==> src/rtl/tag_ram_pkg.sv <==
// rtl/tag_ram_pkg.sv - shared op encodings, FSM states and tag compare for the tag RAM controller
package tag_ram_pkg;

   localparam int unsigned TAG_DWIDTH = 9;
   localparam int unsigned VALID_BIT  = TAG_DWIDTH - 1;

   typedef enum logic [1:0] {
      OP_LOOKUP = 2'b00,
      OP_FILL   = 2'b01,
      OP_INVAL  = 2'b10,
      OP_LKFILL = 2'b11
   } op_e;

   typedef enum logic [2:0] {
      ST_START,
      ST_INIT,
      ST_IDLE,
      ST_CMP,
      ST_WR,
      ST_RSP
   } state_e;

   // Tags are zero-extended to 32 bits by the caller so one function serves any width.
   function automatic logic tag_hit(input logic vld, input logic [31:0] stored_tag,
                                    input logic [31:0] want_tag);
      return vld && (stored_tag == want_tag);
   endfunction

endpackage

==> src/rtl/tag_ram_ctrl_if.sv <==
// rtl/tag_ram_ctrl_if.sv - request/response handshake between cache pipeline and tag RAM controller
interface tag_ram_ctrl_if #(
   parameter int unsigned AWIDTH = 3,
   parameter int unsigned DWIDTH = 9
);
   logic              req_valid;
   logic              req_ready;
   logic [1:0]        req_op;
   logic [AWIDTH-1:0] req_index;
   logic [DWIDTH-2:0] req_tag;
   logic              rsp_valid;
   logic              rsp_ready;
   logic              rsp_hit;
   logic [DWIDTH-1:0] rsp_word;

   modport master (
      output req_valid, req_op, req_index, req_tag, rsp_ready,
      input  req_ready, rsp_valid, rsp_hit, rsp_word
   );

   modport slave (
      input  req_valid, req_op, req_index, req_tag, rsp_ready,
      output req_ready, rsp_valid, rsp_hit, rsp_word
   );
endinterface

==> src/rtl/tag_ram_ctrl.sv <==
// rtl/tag_ram_ctrl.sv - clears the tag RAM after reset, then serialises lookup/fill/inval/lkfill requests
module tag_ram_ctrl
   import tag_ram_pkg::*;
#(
   parameter int unsigned AWIDTH = 3,
   parameter int unsigned DWIDTH = VALID_BIT + 1
) (
   input  logic              clock,
   input  logic              reset_n,
   tag_ram_ctrl_if.slave     bus,
   output logic              init_done,
   output logic [AWIDTH-1:0] ram_addr,
   output logic [DWIDTH-1:0] ram_din,
   output logic              ram_we,
   input  logic [DWIDTH-1:0] ram_dout
);

   localparam int unsigned DEPTH = 1 << AWIDTH;
   localparam logic [AWIDTH-1:0] LAST_IDX = AWIDTH'(DEPTH - 1);

   state_e            state_q, state_d;
   logic [AWIDTH-1:0] init_cnt_q, init_cnt_d;
   logic              init_done_q, init_done_d;
   op_e               op_q, op_d;
   logic [AWIDTH-1:0] index_q, index_d;
   logic [DWIDTH-2:0] tag_q, tag_d;
   logic              rsp_hit_q, rsp_hit_d;
   logic [DWIDTH-1:0] rsp_word_q, rsp_word_d;

   logic req_ready_c;
   logic rsp_valid_c;
   logic hit_c;

   assign hit_c = tag_hit(ram_dout[DWIDTH-1], 32'(ram_dout[DWIDTH-2:0]), 32'(tag_q));

   always_comb begin
      state_d     = state_q;
      init_cnt_d  = init_cnt_q;
      init_done_d = init_done_q;
      op_d        = op_q;
      index_d     = index_q;
      tag_d       = tag_q;
      rsp_hit_d   = rsp_hit_q;
      rsp_word_d  = rsp_word_q;
      req_ready_c = 1'b0;
      rsp_valid_c = 1'b0;
      ram_we      = 1'b0;
      ram_din     = '0;
      ram_addr    = index_q;

      case (state_q)
         ST_START: state_d = ST_INIT;

         ST_INIT: begin
            ram_we   = 1'b1;
            ram_addr = init_cnt_q;
            if (init_cnt_q == LAST_IDX) begin
               init_done_d = 1'b1;
               state_d     = ST_IDLE;
            end else begin
               init_cnt_d = init_cnt_q + AWIDTH'(1);
            end
         end

         ST_IDLE: begin
            req_ready_c = 1'b1;
            // Present the incoming index so the RAM samples it on the accept edge.
            ram_addr    = bus.req_index;
            if (bus.req_valid) begin
               op_d    = op_e'(bus.req_op);
               index_d = bus.req_index;
               tag_d   = bus.req_tag;
               if (op_e'(bus.req_op) == OP_LOOKUP || op_e'(bus.req_op) == OP_LKFILL) begin
                  state_d = ST_CMP;
               end else begin
                  state_d = ST_WR;
               end
            end
         end

         ST_CMP: begin
            rsp_hit_d  = hit_c;
            rsp_word_d = ram_dout;
            state_d    = (op_q == OP_LKFILL && !hit_c) ? ST_WR : ST_RSP;
         end

         ST_WR: begin
            ram_we  = 1'b1;
            ram_din = {op_q != OP_INVAL, tag_q};
            // An allocating miss reports what the lookup saw, not what was written.
            if (op_q != OP_LKFILL) begin
               rsp_hit_d  = 1'b0;
               rsp_word_d = '0;
            end
            state_d = ST_RSP;
         end

         ST_RSP: begin
            rsp_valid_c = 1'b1;
            if (bus.rsp_ready) begin
               state_d = ST_IDLE;
            end
         end

         default: state_d = ST_START;
      endcase
   end

   always_ff @(posedge clock or negedge reset_n) begin
      if (!reset_n) begin
         state_q     <= ST_START;
         init_cnt_q  <= '0;
         init_done_q <= 1'b0;
         op_q        <= OP_LOOKUP;
         index_q     <= '0;
         tag_q       <= '0;
         rsp_hit_q   <= 1'b0;
         rsp_word_q  <= '0;
      end else begin
         state_q     <= state_d;
         init_cnt_q  <= init_cnt_d;
         init_done_q <= init_done_d;
         op_q        <= op_d;
         index_q     <= index_d;
         tag_q       <= tag_d;
         rsp_hit_q   <= rsp_hit_d;
         rsp_word_q  <= rsp_word_d;
      end
   end

   assign init_done     = init_done_q;
   assign bus.req_ready = req_ready_c;
   assign bus.rsp_valid = rsp_valid_c;
   assign bus.rsp_hit   = rsp_hit_q;
   assign bus.rsp_word  = rsp_word_q;

endmodule

==> src/flat_wrapper.sv <==
// flat-port wrapper written by rule: the top's interface ports become plain ports
module tag_ram_ctrl_flat import tag_ram_pkg::*;
#(
   parameter int unsigned AWIDTH = 3,
   parameter int unsigned DWIDTH = VALID_BIT + 1
)
  (clock, reset_n, init_done, ram_addr, ram_din, ram_we, ram_dout, bus_req_valid, bus_req_op, bus_req_index, bus_req_tag, bus_rsp_ready, bus_req_ready, bus_rsp_valid, bus_rsp_hit, bus_rsp_word);
  tag_ram_ctrl_if #(.AWIDTH(AWIDTH), .DWIDTH(DWIDTH)) bus_i ();
  input  logic clock;
  input  logic reset_n;
  output logic init_done;
  output logic [AWIDTH-1:0] ram_addr;
  output logic [DWIDTH-1:0] ram_din;
  output logic ram_we;
  input  logic [DWIDTH-1:0] ram_dout;
  input wire logic [$bits(bus_i.req_valid)-1:0] bus_req_valid;
  input wire logic [$bits(bus_i.req_op)-1:0] bus_req_op;
  input wire logic [$bits(bus_i.req_index)-1:0] bus_req_index;
  input wire logic [$bits(bus_i.req_tag)-1:0] bus_req_tag;
  input wire logic [$bits(bus_i.rsp_ready)-1:0] bus_rsp_ready;
  output wire logic [$bits(bus_i.req_ready)-1:0] bus_req_ready;
  output wire logic [$bits(bus_i.rsp_valid)-1:0] bus_rsp_valid;
  output wire logic [$bits(bus_i.rsp_hit)-1:0] bus_rsp_hit;
  output wire logic [$bits(bus_i.rsp_word)-1:0] bus_rsp_word;
  assign bus_i.req_valid = bus_req_valid;
  assign bus_i.req_op = bus_req_op;
  assign bus_i.req_index = bus_req_index;
  assign bus_i.req_tag = bus_req_tag;
  assign bus_i.rsp_ready = bus_rsp_ready;
  assign bus_req_ready = bus_i.req_ready;
  assign bus_rsp_valid = bus_i.rsp_valid;
  assign bus_rsp_hit = bus_i.rsp_hit;
  assign bus_rsp_word = bus_i.rsp_word;
  tag_ram_ctrl #(.AWIDTH(AWIDTH), .DWIDTH(DWIDTH)) u_core (.clock(clock), .reset_n(reset_n), .bus(bus_i), .init_done(init_done), .ram_addr(ram_addr), .ram_din(ram_din), .ram_we(ram_we), .ram_dout(ram_dout));
endmodule
==> config.mk <==
export PLATFORM = sky130hd
export DESIGN_NAME = tag_ram_ctrl_flat
export DESIGN_NICKNAME = d
export VERILOG_FILES = /design/src/rtl/tag_ram_pkg.sv /design/src/rtl/tag_ram_ctrl_if.sv /design/src/rtl/tag_ram_ctrl.sv /design/src/flat_wrapper.sv
export SDC_FILE = /design/constraint.sdc
export NUM_CORES = 1
export LEC_CHECK = 0
export BUFFER_PORTS_ARGS = -buffer_cell sky130_fd_sc_hd__buf_2
export CAP_MARGIN = 10
export CELL_PAD_IN_SITES_DETAIL_PLACEMENT = 1
export CELL_PAD_IN_SITES_GLOBAL_PLACEMENT = 1
export CORE_MARGIN = 2
export CORE_UTILIZATION = 34
export DETAILED_ROUTE_END_ITERATION = 10
export GPL_ROUTABILITY_DRIVEN = 0
export PLACE_DENSITY = 0.77
export SYNTH_ARGS = -nofsm -noshare
export SYNTH_HDL_FRONTEND = slang
export SYNTH_SLANG_ARGS = --single-unit
==> constraint.sdc <==
create_clock -name clock -period 1.8 [get_ports clock]
set_input_delay 0.18 -clock clock [delete_from_list [all_inputs] [get_ports clock]]
set_output_delay 0.18 -clock clock [all_outputs]
set_load 0.03 [all_outputs]
==> run_results.csv, run 1 <==
group,metric,value,unit
status,outcome,"complete, no violations",
power,internal_power,0.00236,W
final_layout,fin_cells,239,
logic_synthesis,synth_cells,122,
grt,overflow,0,
power,p_leak,1.02,nW
logic_synthesis,synth-seq-cells,30,
setup_path,startpoint_type,"flip-flop",
timing,setup_viol,0,
power,p_switching,0.00175,W
timing,finalClockSkew,12.3,ps
final_layout,drive_above_1_share,0.535,
die,ios,52,
grt,antenna_found_initial,0,
route,avgViaCountPerCell,5.05,
timing,final_hold_viol_count,0,
final_layout,final_cell_mix,"47 x buf_2, 27 x dfrtp_1, 16 x mux2_2",
logic_synthesis,syn_avg_cell_area,12.3,sq um
logic_synthesis,synthesis.nets,150,
clock_tree,cts_buffer_depth,2,
clock_tree,numCtsBuffers,5,
place,port_buffers,51,
hold_path,min_path_type,"input pin to flip-flop",
clock_tree,htree_levels,2,
setup_path,cp.required,1620,ps
die,fp-row-count,24,
die,initial_utilization,0.350,
grt,grt_max_degree,31,
timing,final_max_slew_viol_count,0,
logic_synthesis,synth_cell_types,33,
final_layout,nFillCells,491,
setup_path,path_cells,"nor3b_4, a22o_1, a21o_1, buf_6",
timing,finalCritPeriodShare,0.976,
setup_path,slowest_delay,490,ps
place,hpwl,3060,um
power,pwr-share-seq,0.320,
route,wire_per_inst,18.0,um
setup_path,arrival,1580,ps
setup_path,path_buf_inv,1,
final_layout,syn_to_final_growth,35.0,%
grt,grt_pass1_vias,1296,
route,drtPass1Iterations,4,
place,numPlacedInstances,223,
setup_path,worst_path_max_delay_cell,"dfrtp_2",
timing,rsz0062_at_grt,"yes",
grt,grt_pass1_wl,6700,um
timing,clock.fmax,569,MHz
die,fp.coreArea,4290,sq um
power,p_per_area,2030,nW/um^2
die,die_area,4960,sq um
timing,tightest_slew,686,ps
power,switching_share,0.427,
route,drtIter0Drc,47,
setup_path,critPathTopFamily,"flip-flops",
logic_synthesis,ys_seq_area_frac,0.500,
die,die_w,70.5,um
logic_synthesis,synth_warnings,0,
logic_synthesis,synthArstFlopShare,1.00,
route,num_vias,1206,
final_layout,antennaDiodeCount,0,
logic_synthesis,syn_area,1500,sq um
job,cap_violations,0,
setup_path,cp_max_fo,6,
logic_synthesis,ys.flop_type,"dfrtp_1",
setup_path,path_class,"flip-flop to output pin",
final_layout,nets,214,
logic_synthesis,synth_edf_count,0,
timing,slew-limit-headroom,0.542,
route,wl,4300,um
die,die_y,70.5,um
clock_tree,cts.clk_slew.worst_paths,70,ps
grt,grtUsageTotal,0.178,
route,drc,0,
timing,period_minus_slack,1760,ps
final_layout,final_common_cell,"buf_2",
power,combPwrFrac,0.545,
power,ir_worst_vdd,0.000836,V
clock_tree,cts.sinks,30,
final_layout,utilization,0.472,
clock_tree,cts_root_buf,"clkbuf_8",
setup_path,crit_path_end_kind,"output pin",
clock_tree,tritoncts,"done",
clock_tree,insertion_delay,280,ps
power,p_clk_frac,0.135,
route,ant_nets,0,
==> Yosys cell counts (2+ instances only) <==
master / count / share of area
xnor2_1: 8 / 0.047
buf_2: 2 / 0.0067
ha_1: 2 / 0.017
o21ai_0: 3 / 0.010
mux2_2: 16 / 0.12
dfrtp_1: 30 / 0.50
and2_1: 9 / 0.037
a22o_1: 11 / 0.064
buf_4: 2 / 0.010
a21oi_1: 2 / 0.0067
and3b_1: 2 / 0.012
nor2_1: 2 / 0.0050
xor2_1: 2 / 0.012
inv_1: 2 / 0.0050
a21o_1: 5 / 0.025
nand2_1: 6 / 0.015
nand4_1: 2 / 0.0083
==> metal layers <==
metal  track usage  up-vias  share of wire
met5             0        -              0
li1              -      568              -
met1         0.200      600           0.39
met4        0.0812        0          0.027
met3        0.0462       10          0.032
met2         0.313       28           0.55
==> stage by stage <==
step                      instance area, sq um  worst slack (ps)  TNS [ps]  hold slack (ps)  total power [W]
after floorplan                           1500              14.1         0             -116          0.00269
after global placement                    1810               127         0              243          0.00309
after detailed placement                  1810              64.8         0              255          0.00323
after CTS                                 1970              16.0         0              131          0.00393
after global routing                      2030             -23.9     -28.6              124          0.00436
final                                     2030              42.9         0              136          0.00411
==> cell families (layout without fill, tap and decap cells) <==
kind of cell    after synthesis  count (layout)  synth area share
simple gates                 30              30             0.138
flops                        30              30             0.500
mux                          16              16             0.120
buf+inv                       8              73            0.0317
fa+ha+maj                     2               2            0.0167
compound gates               26              26             0.136
xor+xnor                     10              10            0.0583
==> worst register-to-register path: stages, from the launching register on <==
cell and delay, ps:
dfrtp_1 410, ha_2 190, ha_2 190, nor4b_4 310, buf_4 190, mux2_2 330
==> power groups by stage <==
stage	clock, W	combinational [W]	sequential [W]
6_report	0.000555	0.00224	0.00132
5_1_grt	0.000608	0.00240	0.00135
4_1_cts	0.000563	0.00207	0.00130
3_5_place_dp	0	0.00189	0.00134
3_3_place_gp	0	0.00180	0.00130
2_1_floorplan	0	0.00132	0.00136
==> area by class of cell <==
| cell class | instances | area [sq um] | area share |
|---|---|---|---|
| Sequential cell | 30 | 754 | 0.372 |
| Multi-Input combinational cell | 84 | 736 | 0.363 |
| Clock inverter | 1 | 5.00 | 0.00247 |
| Clock buffer | 7 | 86.3 | 0.0426 |
| Inverter | 2 | 7.51 | 0.00370 |
| Timing Repair Buffer | 63 | 373 | 0.184 |
| Tap cell | 52 | 65.1 | 0.0321 |
==> path summary, 6_finish.rpt <==
check / depth (start not counted) / to / slack [ps] / start
max: 4 / ram_addr[0] / 40 / u_core.state_q[1]
min: 3 / u_core.bus.rsp_word[8] / 140 / ram_dout[8]
max reg2reg: 5 / u_core.init_cnt_q[1] / 70 / u_core.init_cnt_q[0]
min reg2reg: 1 / u_core.bus.rsp_hit / 480 / u_core.bus.rsp_hit
max in group asynchronous: 2 / u_core.state_q[0] / 830 / reset_n
min in group asynchronous: 2 / u_core.op_q[1] / 500 / reset_n
==> what timing repair did <==
action,4_1_cts,5_1_grt
setup buffers,5,2
setup endpoints to repair,13,7
pin swaps,1,9
endpoints found under the hold margin,30,0
resized for setup,5,17
hold buffers,1,0
==> flip-flops by register name, indices dropped and copies added, names as in the netlist <==
register             cells
u_core.op_q              2
u_core.tag_q             8
u_core.state_q           3
u_core.init_cnt_q        3
u_core.init_done         1
u_core.index_q           3
u_core.bus.rsp_word      9
u_core.bus.rsp_hit       1
No activity file was read; power rests on OpenSTA's default activity.
==> run 2, diff against run 1 <==
--- a/config.mk
+++ b/config.mk
@@ -5,13 +5,13 @@
 export SDC_FILE = /design/constraint.sdc
 export NUM_CORES = 1
 export LEC_CHECK = 0
-export BUFFER_PORTS_ARGS = -buffer_cell sky130_fd_sc_hd__buf_2
 export CAP_MARGIN = 10
 export CELL_PAD_IN_SITES_DETAIL_PLACEMENT = 1
 export CELL_PAD_IN_SITES_GLOBAL_PLACEMENT = 1
 export CORE_MARGIN = 2
-export CORE_UTILIZATION = 34
+export CORE_UTILIZATION = 43
 export DETAILED_ROUTE_END_ITERATION = 10
+export DONT_BUFFER_PORTS = 1
 export GPL_ROUTABILITY_DRIVEN = 0
 export PLACE_DENSITY = 0.77
 export SYNTH_ARGS = -nofsm -noshare
==> run_results.csv, run 2 (synthesis results as in run 1) <==
group,metric,value,unit
grt,busiest_layer,"met2",
clock_tree,cts.clk_slew.worst_paths,110,ps
route,wire_per_inst,20.0,um
final_layout,largest_reg_flops,9,
power,ir_worst_vdd,0.00122,V
setup_path,startpoint_type,"flip-flop",
place,numPlacedInstances,177,
grt,antenna_found_initial,0,
power,p_per_area,1920,nW/um^2
power,p_switching,0.00174,W
timing,holdWs,102,ps
route,num_vias,1164,
final_layout,final_common_cell,"dfrtp_1",
timing,setup_tns,-76.4,ps
timing,final_max_slew_viol_count,0,
final_layout,syn_to_final_growth,39.4,%
place,postPlaceCellArea,1630,sq um
timing,slew-limit-headroom,0.706,
route,drtPass1Iterations,4,
setup_path,path_buf_inv,1,
power,switching_share,0.434,
die,die_w,63.1,um
timing,tightest_slew,441,ps
clock_tree,cts.sinks,30,
grt,gr-usage-met3,0.0589,
power,p_leak,0.955,nW
timing,setup_ws,-33.2,ps
hold_path,min_to,"u_core.state_q[2]",
clock_tree,cts_root_buf,"clkbuf_4",
setup_path,worst_path_max_delay_cell,"dfrtp_1",
clock_tree,tritoncts,"done",
setup_path,r2r_cells,5,
setup_path,slowest_delay,420,ps
timing,clock.fmax,545,MHz
power,pwr-share-seq,0.375,
setup_path,cp.required,2010,ps
route,avgViaCountPerCell,5.29,
setup_path,cp_max_fo,3,
final_layout,fin_cells,220,
final_layout,drive_above_1_share,0.379,
grt,met2_usage,0.374,
final_layout,finalInstanceArea,2090,sq um
timing,period_minus_slack,1830,ps
hold_path,hold_depth,3,
setup_path,path_cells,"ha_1, ha_1, nor4b_4, buf_4, mux2_2",
job,cap_violations,0,
clock_tree,numCtsBuffers,5,
clock_tree,insertion_delay,320,ps
die,ios,52,
power,combPwrFrac,0.499,
final_layout,final_cell_mix,"27 x dfrtp_1, 23 x dlygate4sd3_1, 23 x buf_4",
setup_path,arrival,2050,ps
clock_tree,cts_buffer_depth,2,
timing,final_hold_viol_count,0,
place,hpwl,2540,um
setup_path,cpMostUsedCell,"ha_1",
status,outcome,"complete, but fails checks",
die,initial_utilization,0.450,
clock_tree,htree_levels,2,
grt,grtUsageTotal,0.213,
die,fp.coreArea,3340,sq um
route,wl,4410,um
power,p_clk_frac,0.126,
grt,grt_pass1_vias,1278,
status,violations,"setup timing",
setup_path,r2r-end,"u_core.init_cnt_q[2]",
die,die_y,63.1,um
grt,overflow,0,
grt,use_met1,0.266,
route,ant_nets,0,
hold_path,hp-start,"bus_rsp_ready",
setup_path,crit_path_end_kind,"flip-flop",
timing,finalCritPeriodShare,1.02,
die,die_area,3980,sq um
setup_path,critPathTopFamily,"adder cells",
setup_path,ff2ff_setup_slack,-30,ps
final_layout,nets,201,
power,finalPower,0.00402,W
timing,rsz0062_at_grt,"yes",
route,drtIter0Drc,50,
setup_path,r2r_start,"u_core.init_cnt_q[0]",
die,fp-row-count,21,
timing,finalClockSkew,15.3,ps
final_layout,antennaDiodeCount,0,
place,port_buffers,0,
route,drc,0,
setup_path,path_class,"flip-flop to flip-flop",
timing,setup_viol,6,
grt,grt_pass1_wl,6560,um
hold_path,min_path_type,"input pin to flip-flop",
grt,grt_max_degree,31,
power,internal_power,0.00227,W
run 2: cell types whose count changed in the layout (fill, tap and decap cells not counted), sizes merged:
cell / previous run / this run
buf: 62 / 26
clkbuf: 7 / 9
clkinv: 1 / 0
dlygate4sd3: 1 / 23
run 2: final cells by class:
class	instances	area [sq um]
Timing Repair Buffer	50	450
Tap cell	46	57.6
Inverter	2	7.51
Sequential cell	30	754
Multi-Input combinational cell	84	744
Fill cell	341	1240
Clock buffer	8	78.8
run 2: how the worst max path moves through the flow:
stage | startpoint | to | slack (ps) | cells after the start
after floorplan | u_core.state_q[0] | ram_din[8] | 10 | 4
after global placement | u_core.init_cnt_q[0] | u_core.init_cnt_q[1] | 140 | 5
after detailed placement | u_core.init_cnt_q[0] | u_core.init_cnt_q[1] | 60 | 5
after CTS | u_core.state_q[2] | ram_addr[0] | 7 | 4
after global routing | u_core.init_cnt_q[0] | u_core.init_cnt_q[2] | -110 | 5
final | u_core.init_cnt_q[0] | u_core.init_cnt_q[2] | -30 | 5
run 2: stage by stage:
step	setup slack, ps	utilization
2_1_floorplan	14.1	-
3_3_place_gp	144	0.489
3_5_place_dp	55.5	0.489
4_1_cts	7.46	0.595
5_1_grt	-115	0.627
6_report	-33.2	0.627
run 2: power groups by stage:
stage                     combinational (W)  sequential (W)  clock, W
final                               0.00200         0.00151  0.000504
after global routing                0.00214         0.00156  0.000566
after CTS                           0.00166         0.00152  0.000520
after detailed placement            0.00152         0.00152         0
after global placement              0.00144         0.00149         0
after floorplan                     0.00132         0.00136         0
run 2: metal layers:
| metal | vias up | share of wire |
|---|---|---|
| met5 | - | 0 |
| met4 | 0 | 0.0048 |
| met3 | 2 | 0.044 |
| met2 | 33 | 0.56 |
| met1 | 592 | 0.40 |
| li1 | 537 | - |
run 2: worst min-delay path: stages:
cell and delay (ps):
a21oi_1 40, nand2_1 70, o21ai_0 90
run 2: what timing repair did:
item                                    in CTS  in global routing
hold endpoints to repair                    51                  1
pin swaps                                    3                  4
setup buffers                                2                  9
hold buffers                                23                  1
cloned                                       0                  0
gates resized for setup                      9                  6
endpoints found under the setup margin      12                 14
